`config.mk`:
```
export PLATFORM = sky130hd
export DESIGN_NAME = sync_fifo
export DESIGN_NICKNAME = d
export VERILOG_FILES = /design/src/rtl/sync_fifo.sv
export SDC_FILE = /design/constraint.sdc
export NUM_CORES = 1
export LEC_CHECK = 0
export ABC_AREA = 1
export CAP_MARGIN = 20
export CORE_ASPECT_RATIO = 0.7
export CORE_MARGIN = 2
export CORE_UTILIZATION = 35
export DETAILED_ROUTE_END_ITERATION = 10
export GPL_TIMING_DRIVEN = 0
export PLACE_DENSITY = 0.6
export SLEW_MARGIN = 20
export SYNTH_ARGS = -nofsm -noshare
export SYNTH_HDL_FRONTEND = slang
export SYNTH_SLANG_ARGS = --single-unit
```
`constraint.sdc`:
```
create_clock -name clk -period 2.39 [get_ports clk]
set_clock_uncertainty 0.15 [all_clocks]
set_input_delay 0.239 -clock clk [delete_from_list [all_inputs] [get_ports clk]]
set_output_delay 0.239 -clock clk [all_outputs]
set_load 0.01 [all_outputs]
```
`src/rtl/sync_fifo.sv`:
```
// Single-clock FIFO with registered read data and full/empty flags.
// Pointers carry one extra wrap bit so full and empty are distinguishable.
module sync_fifo #(
    parameter int DATA_WIDTH = 8,
    parameter int DEPTH      = 8
) (
    input  logic                  clk,
    input  logic                  rst_n,
    input  logic                  w_en,
    input  logic                  r_en,
    input  logic [DATA_WIDTH-1:0] data_in,
    output logic [DATA_WIDTH-1:0] data_out,
    output logic                  full,
    output logic                  empty
);

    localparam int AW = $clog2(DEPTH);

    logic [AW:0]           wptr_q, wptr_d;
    logic [AW:0]           rptr_q, rptr_d;
    logic [DATA_WIDTH-1:0] dout_q, dout_d;
    logic [DATA_WIDTH-1:0] mem_q [DEPTH];
    logic                  wr_ok;
    logic                  rd_ok;

    assign empty = (wptr_q == rptr_q);
    assign full  = (wptr_q[AW] != rptr_q[AW]) &&
                   (wptr_q[AW-1:0] == rptr_q[AW-1:0]);

    // Each request is judged against the flags from before the edge.
    assign wr_ok = w_en && !full;
    assign rd_ok = r_en && !empty;

    always_comb begin
        wptr_d = wptr_q;
        rptr_d = rptr_q;
        dout_d = dout_q;
        if (wr_ok) begin
            wptr_d = wptr_q + {{AW{1'b0}}, 1'b1};
        end
        if (rd_ok) begin
            rptr_d = rptr_q + {{AW{1'b0}}, 1'b1};
            dout_d = mem_q[rptr_q[AW-1:0]];
        end
    end

    always_ff @(posedge clk or negedge rst_n) begin
        if (!rst_n) begin
            wptr_q <= '0;
            rptr_q <= '0;
            dout_q <= '0;
        end else begin
            wptr_q <= wptr_d;
            rptr_q <= rptr_d;
            dout_q <= dout_d;
        end
    end

    // Storage is deliberately left out of reset.
    always_ff @(posedge clk) begin
        if (wr_ok) begin
            mem_q[wptr_q[AW-1:0]] <= data_in;
        end
    end

    assign data_out = dout_q;

endmodule

```
==> metrics.txt, run 1 <==
Syn Nets 418; Finished Layout Cells 573; Syn. warnings 0; Synth area leader edfxtp_1; Cells after DPL 557; hold-fix buffers at CTS 0; layout net count 450; die area 11700 µm²; clk slew on worst S/H paths 60 ps; Yosys reg bits 80; RSZ-0062 raised after global routing false; Initial DRT Pass Iterations 4; outcome completed; Syn-to-layout area delta 18.8%; CTS Sinks 80; initial DRC count 226; CP Data Required Time 2210 ps; DR WL/cell 14.5 µm; first-pass GRT wire length 13100 µm; slowest stage delay, CP 520 ps; worst hold-check path type in2async; Tot GR Track Use 15.3%; Post-synth EDFFs 64; P_leak 0.00214 µW; Die Span Y 90.9 µm; total core area 10400 µm²; worst-path cell chain buf_6, clkinv_2, nand2_1, nand2_2, nand4_4, nand3_1, nor2_2; # setup viols final 0; max-cap violation count 0; Fin. Hold Viols 0; WP data arrival 2050 ps; Ant. Diodes 0; Mean Syn Cell Area 9.35 µm²; Worst-Skew Late Latency 340 ps; final instance area 4490 µm²; number of global-route vias before repair 2473; worst slew pin tran 799 ps; CTS HTree Levels 3; Post-synth top cells nand2_1, inv_1, edfxtp_1; Pwr Density 1230 nW/µm²; Hold Slack 218 ps; relative slew slack 46.6%; pin count of the biggest net entering global routing 17; Achievable Freq 448 MHz; Starting Density 36.2%; placed cell area 4150 µm²; CTS Buf Count 9; Startpoint Class flip-flop; area taken by multi-input logic gates 1090 µm²; most common cell in the netlist nand2_1; critical path fanouts, max 9; Netlist cell types 21; post-detail-place hpwl 5590 µm; Slowest-stage cell, CP nor2_2; Mapped Cells 404; # DRC 0; antenna viol nets, final 0; vias per inst 4.49; global route overflow 0; die span in x 128 µm; Synth Cell Area 3780 µm²; fillers 1022; clk buf depth 2; DR vias 2573; Top Ports 22; RePlAce Congestion 0.820; CP Capture Type flip-flop; share of cells above drive strength 1 14.5%; Final Slew Violations 0; initial antenna violation count 0; Cell Rows 31; Most used DFF post-synth edfxtp_1; Peak VDD IR 0.000568 V; Sequential Area 2320 µm²; Yosys top cell area share 50.9%; post-route minimum period 2230 ps; sequential area share after synthesis 61.5%; I/O Buffers 21; ys async rst share 20.0%; Post-Route WL 8300 µm; critical path class reg2reg; CTS tree built; final cycle utilization of the critical path 93.4%; ranking of synthesized cells by area edfxtp_1, nand2_1, dfrtp_1, inv_1, nand3_1; CTS root buf clkbuf_16
[layout make-up]
| type | instances | share of cell area [%] |
|---|---|---|
| sequential | 80 | 51.8 |
| multi-input combinational | 233 | 24.2 |
| inverter | 77 | 6.52 |
| clock buffer | 13 | 5.80 |
| timing repair buffer | 21 | 4.79 |
| tap | 132 | 3.68 |
| buffer | 14 | 2.37 |
| clock inverter | 3 | 0.892 |
[sequential cells by signal, summed over array words and instances, names as in the netlist]
| signal | flops |
|---|---|
| mem_q | 64 |
| data_out | 8 |
| rptr_q | 4 |
| wptr_q | 4 |
[final timing paths]
kind	depth (start not counted)	slack [ps]	end	start
max	7	160	mem_q[2][5]	rptr_q[0]
min	1	220	wptr_q[3]	rst_n
max reg2reg	7	160	mem_q[2][5]	rptr_q[0]
min reg2reg	2	330	data_out[7]	data_out[7]
max in group asynchronous	1	1320	rptr_q[1]	rst_n
min in group clk	2	330	data_out[7]	data_out[7]
[where the power goes]
group	internal (µW)	switching, µW	total, µW
Clock	863	513	1380
Sequential	1800	153	1960
Combinational	788	1380	2170
Total	3450	2050	5500
[per-layer routing]
metal	up-vias	track usage [%]	routed length, µm
met1	1189	21.4	3930
met2	65	22.5	3700
met4	0	5.04	85
met5	-	0	0
li1	1309	-	-
met3	10	5.07	583
[layout by cell type (no fill, tap or decap), types with 2 or more instances in the layout]
cell               n
inv_2              5
clkbuf_8           2
nand2_2           14
ha_1               2
xor2_1             4
nor2_4             2
clkdlybuf4s50_1   19
dfrtp_1           15
nand3_1           44
clkbuf_1           2
nor2_2             8
nand2_1          153
buf_2              9
buf_6              3
inv_1             70
dlymetal6s2s_1     2
clkbuf_16          9
edfxtp_1          64
nand2_4            2
clkinv_2           3
[kinds of logic after synthesis]
kind of cell	after synthesis	synth area share (%)
XOR/XNOR	5	1.36
adder cells (fa/ha/maj)	2	0.662
buffers and inverters	91	10.5
flip-flops	80	61.5
AND/OR/NAND/NOR	226	26.0
[what timing repair did]
item | 4_1_cts | 5_1_grt
endpoints found under the setup margin | 8 | 42
setup buffers | 0 | 0
resized for setup | 2 | 10
[through the flow]
step	setup TNS, ps	worst slack (ps)	total power, µW	utilization, %
3_5_place_dp	-532	-67.0	4130	39.8
6_report	0	158	5500	43.0
4_1_cts	0	1.17	5550	42.7
3_3_place_gp	-656	-82.5	4090	39.8
2_1_floorplan	0	511	3440	-
5_1_grt	0	62.7	5900	43.0
[worst max-delay path, delay by kind of cell, from the launching register on]
kind	cells	cell delay (ps)
and+or+nand+nor	5	1050
buffers and inverters	2	270
DFF	1	390
Note: power is estimated with default switching activity, not from simulation.
==> inputs of run 2 (changes only) <==
- CORE_UTILIZATION: 35 -> 25
- PLACE_DENSITY: 0.6 -> 0.48
==> metrics.txt, run 2 (synthesized netlist as in run 1, its figures left out) <==
global route overflow 0 (unchanged); initial DRC count 210 (-7.1%); total core area 14700 µm² (+41%); DR vias 2573 (unchanged); max-cap violation count 0 (unchanged); Peak VDD IR 0.000464 V (-18%); Cells after DPL 620 (+11%); clk slew on worst S/H paths 60 ps (about the same); final setup TNS 0 ps (unchanged); post-detail-place hpwl 6010 µm (+7.5%); CTS Buf Count 9 (unchanged); critical path class reg2reg; relative slew slack 43.5% (-3.1 points); CP Data Required Time 2200 ps (about the same); outcome completed; die area 16100 µm² (+38%); clk buf depth 2 (unchanged); P_leak 0.00214 µW (+0.12%); critical path fanouts, max 9 (unchanged); CTS root buf clkbuf_16; first-pass GRT wire length 13600 µm (+3.9%); Starting Density 25.7% (-11 points); Achievable Freq 430 MHz (-4.1%); Pwr Density 1230 nW/µm² (about the same); Die Span Y 107 µm (+18%); Fin. Hold Viols 0 (unchanged); commonest non-fill, non-tap cell in the layout nand2_1; vias per inst 4.03 (-10%); Register-to-Register Path Depth 7 (unchanged); CP Capture Type flip-flop; layout net count 453 (+0.67%); commonest cells after routing, fill and taps aside nand2_1, inv_1, edfxtp_1, nand3_1, clkdlybuf4s50_1; Critical R2R Launch rptr_q[0]; Setup WS pre-CTS -53.5 ps (+13.6 ps); reg-to-reg endpoint mem_q[6][6]; fillers 1535 (+50%); CTS tree built; flop-to-flop setup slack 60 ps (-90 ps); DR WL/cell 13.2 µm (-8.6%); Cell Rows 37 (+19%); worst slew pin tran 844 ps (+45.6 ps); Post-Route WL 8460 µm (+1.9%); antenna viol nets, final 0 (unchanged); initial antenna violation count 0 (unchanged); # DRC 0 (unchanged); WP data arrival 2140 ps (+90 ps); Syn-to-layout area delta 21.9%; share of cells above drive strength 1 14.2% (-0.32 points); I/O Buffers 21 (unchanged); CTS HTree Levels 3 (unchanged); Tot GR Track Use 11.5% (-3.8 points); Finished Layout Cells 639 (+12%); post-route minimum period 2330 ps (+94.9 ps); hold-fix buffers at CTS 0 (unchanged); number of global-route vias before repair 2452 (-0.85%); max FFs per register 64 (unchanged); Startpoint Class flip-flop; final cycle utilization of the critical path 97.3% (+4.0 points); Layout Utilization 31.3% (-12 points); RSZ-0062 raised after global routing true; die span in x 151 µm (+18%); Initial DRT Pass Iterations 4 (unchanged); Top Ports 22 (unchanged); Final Slew Violations 0 (unchanged); RePlAce Congestion 0.786 (-4.1%); pin count of the biggest net entering global routing 17 (unchanged); placed cell area 4230 µm² (+1.9%); Worst-Skew Late Latency 340 ps (about the same); worst hold-check path type in2async; PnR worst setup slack 63.3 ps (-94.9 ps); # setup viols final 0 (unchanged); final instance area 4610 µm² (+2.6%); Ant. Diodes 0 (unchanged); CTS Sinks 80 (unchanged)
[run 2: repair_timing]
| action | CTS | global route |
|---|---|---|
| hold endpoints to repair | 0 | 0 |
| setup buffers | 0 | 3 |
| pin swaps | 0 | 1 |
| gates resized for setup | 4 | 4 |
| endpoints found under the setup margin | 26 | 49 |
[run 2: routing by layer]
metal / up-vias / global-route usage [%] / share of wire [%]
met5: - / 0 / 0
met2: 48 / 16.2 / 41
met1: 1199 / 16.9 / 50
met4: 0 / 3.67 / 1.3
li1: 1315 / - / -
met3: 11 / 3.23 / 6.7
[run 2: metrics by stage]
stage          hold slack, ps  total power, µW
3_5_place_dp              323             4160
6_report                  207             5650
4_1_cts                   248             5700
2_1_floorplan            -207             3440
3_3_place_gp              327             4140
5_1_grt                   286             6080
[run 2: critical path, cell delays in order (launching register included)]
cell and delay (ps):
dfrtp_1 370, buf_6 160, clkinv_2 120, nand2_1 90, nand2_2 80, nand4_4 110, nand3_1 180, nor2_1 690
[run 2: how the worst max path moves through the flow]
| stage | startpoint | to | cells past startpoint | slack (ps) |
|---|---|---|---|---|
| after floorplan | rptr_q[0] | mem_q[4][0] | 7 | 510 |
| after global placement | rptr_q[0] | mem_q[6][6] | 7 | -70 |
| after detailed placement | rptr_q[0] | mem_q[6][6] | 7 | -50 |
| after CTS | rptr_q[0] | mem_q[6][6] | 7 | -20 |
| after global routing | rptr_q[0] | mem_q[4][5] | 7 | -110 |
| final | rptr_q[0] | mem_q[6][6] | 7 | 60 |
[run 2: layout make-up]
cell class / instances / area, µm² / area share (%)
Multi-Input combinational cell: 233 / 1080 / 23.5
Tap cell: 195 / 244 / 5.30
Clock inverter: 6 / 92.6 / 2.01
Timing Repair Buffer: 24 / 234 / 5.08
Inverter: 77 / 293 / 6.36
Buffer: 14 / 106 / 2.31
Sequential cell: 80 / 2320 / 50.4
Clock buffer: 10 / 229 / 4.97
[run 2: power breakdown]
part / switching, µW / internal, µW / total [µW]
clock network: 559 / 920 / 1480
logic: 1400 / 818 / 2220
registers: 146 / 1800 / 1950
==> RTL change 1 (settings of run 1) <==
Set the parameter `DEPTH` to 4 (it was 8).
--- a/src/rtl/sync_fifo.sv
+++ b/src/rtl/sync_fifo.sv
@@ -4,3 +4,3 @@
     parameter int DATA_WIDTH = 8,
-    parameter int DEPTH      = 8
+    parameter int DEPTH      = 4
 ) (
Behaviour: not the same (Yosys sat finds a counterexample within 10 cycles, from zero or initial values and one cycle with rst_n low).
==> RTL change 1 against run 1 <==
Synthesized cell count fell by 45%. Design area fell by 42%. Sequential power fell by 38%. Setup slack improved by 0.00068 ns. Synthesized area fell by 43%. Critical path depth did not move. Utilization rose by 1.2 points. Wire length fell by 53%. Total power fell by 43%. Sequential cell count fell by 34. Hold slack got worse by 0.034 ns. Sequential share of layout area fell by 1.1 points. Largest cell class unchanged. Highest routed layer unchanged.
==> RTL change 1: results (changes against run 1) <==
CTS
  – Root Driver: clkbuf_8
  – Total CTS buffers: 5 (-4)
  – CTS max path bufs: 2 (unchanged)
  – H-tree Lvls: 2 (-1)
  – CTS clk-pin slew, worst paths: 0.09 ns (+0.03 ns)
  – Clk_lat worst skew: 0.30 ns (-0.04 ns)

STA
  – Final period util: 93.4% (about the same)
  – Max_slew headroom: 46.9% (+0.28 points)

Layout
  – Ratio of cells with drive above 1 in the final layout: 9.16% (-5.3 points)
  – Nets: 267 (-41%)
  – Max reg flops: 32 (-50%)

Placed design
  – Place WS: 0.272 ns (+0.339 ns)
  – Detailed placement HPWL: 2.75 mm (-51%)
  – Gpl congestion: 0.725 (-12%)
  – Port Buffer Count: 21 (unchanged)

Synthesis
  – Synth Area in Adders: 2.89% (+2.2 points)
  – FFs w/ async S/R, synth: 30.4% (+10 points)
  – Compound-Gate Fraction of Synth Area: 0% (unchanged)
  – Number of synthesized flops with an enable pin: 32 (-50%)
  – Synth warn: 0 (unchanged)
  – Xor and xnor area share after synthesis: 1.16% (-0.20 points)
  – Unique masters post-synth: 19 (-9.5%)
  – Synth top cells by count: 76 x nand2_1, 44 x inv_1, 32 x edfxtp_1
  – Largest cells by area after synthesis: edfxtp_1 44%, dfrtp_1 16%, nand2_1 13%, inv_1 7.6%, nand3_1 6.9%
  – Post-synthesis sequential area ratio: 60.6% (-0.81 points)
  – Mapped Nets: 238 (-43%)

Drt
  – Iter 0 DRT Violations: 66 (-71%)
  – Vias per cell: 4.22 (-5.9%)
  – Final WL: 3.90 mm (-53%)

GRT
  – Vias in the first global route: 1,262 (-49%)
  – First-pass GRT wire length: 6.37 mm (-51%)
  – Pin count of the biggest net entering global routing: 15 (-2)
  – Global Route Usage Sum: 12.3% (-3.0 points)

Power
  – Maximum vdd drop: 0.342 mV (-40%)
  – Leakage: 1.26 nW (-41%)

Critical path
  – Highest-delay cell along the critical path: clkdlybuf4s50_1
  – Crit Path Max Fanout: 10 (+1)
  – Worst r2r dst: mem_q[0][6]$_DFFE_PP_
  – CP top delay family: buffers and inverters
  – Critical Path End: full
  – Arrival @ worst endpoint: 1.84 ns (-0.21 ns)

Status
  – Status: completed
## RTL change 1: repair_timing
action / in CTS / in global routing
setup buffers: 0 / 1
resized for setup: 0 / 1
endpoints found under the setup margin: 0 / 1
hold buffers: 0 / 0
## RTL change 1: power by group
part / switching (W) / leakage (nW) / internal, W
clock: 0.000259 / 0.0514 / 0.000312
sequential: 0.000123 / 0.465 / 0.00110
combinational: 0.000782 / 0.739 / 0.000568
## RTL change 1: cell type report
class | count | area [sq um]
Fill cell | 545 | 3260
Sequential cell | 46 | 1310
Multi-Input combinational cell | 123 | 598
Timing Repair Buffer | 22 | 220
Inverter | 45 | 176
Tap cell | 75 | 93.8
Buffer | 7 | 76.3
Clock buffer | 6 | 72.6
Clock inverter | 2 | 37.5
## RTL change 1: metal layers
metal  part of all wire [%]  global-route usage, %  vias to the layer above
li1                       -                      -                      742
met1                     54                   18.0                      605
met2                     40                   16.9                       25
met3                    4.9                   3.73                        5
met4                    1.0                   4.63                        0
met5                      0                      0                        -
## RTL change 1: through the flow
stage | hold slack [ns] | std cells | cell area, sq um
finish | 0.184 | 326 | 2590
global route | 0.232 | 326 | 2590
CTS | 0.204 | 325 | 2580
floorplan | -0.207 | 221 | 2160
detailed placement | 0.311 | 317 | 2470
global placement | 0.307 | 317 | 2470
## RTL change 1: cells by family (layout without fill, tap and decap cells)
group,count (synthesis),count (layout)
simple gates,116,116
xor+xnor,2,2
fa+ha+maj,5,5
flops,46,46
buf+inv,52,82
==> RTL change 2 (flow settings as in run 1) <==
Without the edit above. Make the reset (`rst_n`) synchronous in one clocked block.
--- a/src/rtl/sync_fifo.sv
+++ b/src/rtl/sync_fifo.sv
@@ -46,3 +46,3 @@
 
-    always_ff @(posedge clk or negedge rst_n) begin
+    always_ff @(posedge clk) begin
         if (!rst_n) begin
Check against the original RTL: differs if rst_n is asserted again (counterexample within 4 cycles, from zero or initial values and one cycle with rst_n low); with rst_n held inactive, the same outputs for 10 cycles.
==> RTL change 2 against run 1 <==
Global-route usage grew 0.77 points. Largest cell class unchanged. Synthesized area shrank 9.1%. Setup slack got worse by 0.017 ns. Highest routed layer unchanged. Design area shrank 8.6%. Final cell count fell by 10%. Sequential cell count unchanged. Wire length shrank 7.5%. Fmax decreased by 0.75%.
Power is not compared: it rests on default switching activity, and its combinational part moved more than twofold at a synthesized area within 25%.
==> RTL change 2: results (changes against run 1) <==
Layout
  – Multi-input combinational cell area: 993 sq um (-8.5%)
  – Clock-cell share of area: 6.86% (+0.17 points)
  – Number of flip-flops and latches: 80 (unchanged)
  – Sequential share of cell area: 54.7% (+2.9 points)
  – Clock Buffer Count: 11 (-2)
  – Fillers: 968 (-5.3%)
  – Ratio of cells with drive above 1 in the final layout: 12.2% (-2.3 points)
  – Non-clock buffer count in the final layout: 38 (+8.6%)
  – Count of non-CTS inverters in the layout: 23 (-70%)

Synthesis
  – Largest cells by area after synthesis: edfxtp_1 56%, nand2_1 13%, dfxtp_1 9.3%, nand3_1 7.9%, nor2_1 3.6%
  – Post-synthesis sequential area ratio: 65.3% (+3.8 points)
  – Yosys top cell area share: 56.0% (+5.1 points)
  – FFs w/ async S/R, synth: 0% (-20 points)
  – Unique masters post-synth: 22 (+4.8%)
  – Synthesized area: 0.00343 sq mm (-9.1%)
  – Cells after Synth: 348 (-14%)
  – Synth Area in Adders: 0.729% (+0.066 points)

Drt
  – Routed met2 length: 3.31 mm (-11%)
  – Final WL: 7.68 mm (-7.5%)

Critical path
  – Critical R2R Launch: rptr_q[2]$_SDFFE_PN0P_
  – Worst r2r dst: mem_q[1][0]$_DFFE_PP_
  – CP top delay family: buffers and inverters

Placed design
  – Detailed placement HPWL: 5.24 mm (-6.3%)
  – Dpl cells: 496 (-11%)
  – Area after DPL: 0.00379 sq mm (-8.6%)
  – Gpl congestion: 0.803 (-2.1%)

GRT
  – Met1 GRT Util: 22.6% (+1.3 points)
  – Met3 Resource Use GR: 5.37% (+0.30 points)

STA
  – Max_slew headroom: 46.2% (-0.41 points)

Status
  – Status: completed
-- RTL change 2: worst max path at each step --
stage | startpoint | end | slack [ns] | depth (start not counted)
2_1_floorplan | rptr_q[2]$_SDFFE_PN0P_ | mem_q[0][0]$_DFFE_PP_ | 0.52 | 8
3_3_place_gp | rptr_q[2]$_SDFFE_PN0P_ | mem_q[2][5]$_DFFE_PP_ | 0.05 | 8
3_5_place_dp | rptr_q[1]$_SDFFE_PN0P_ | mem_q[2][6]$_DFFE_PP_ | 0.008 | 9
4_1_cts | rptr_q[1]$_SDFFE_PN0P_ | full | 0.01 | 9
5_1_grt | rptr_q[0]$_SDFFE_PN0P_ | empty | 0.01 | 8
6_report | rptr_q[0]$_SDFFE_PN0P_ | empty | 0.14 | 8
-- RTL change 2: metrics by stage --
stage                     setup slack [ns]  util, %
after floorplan                      0.521        -
after global placement              0.0512     39.5
after detailed placement           0.00781     39.5
after CTS                           0.0146     42.4
after global routing                0.0104     42.7
final                                0.141     42.7
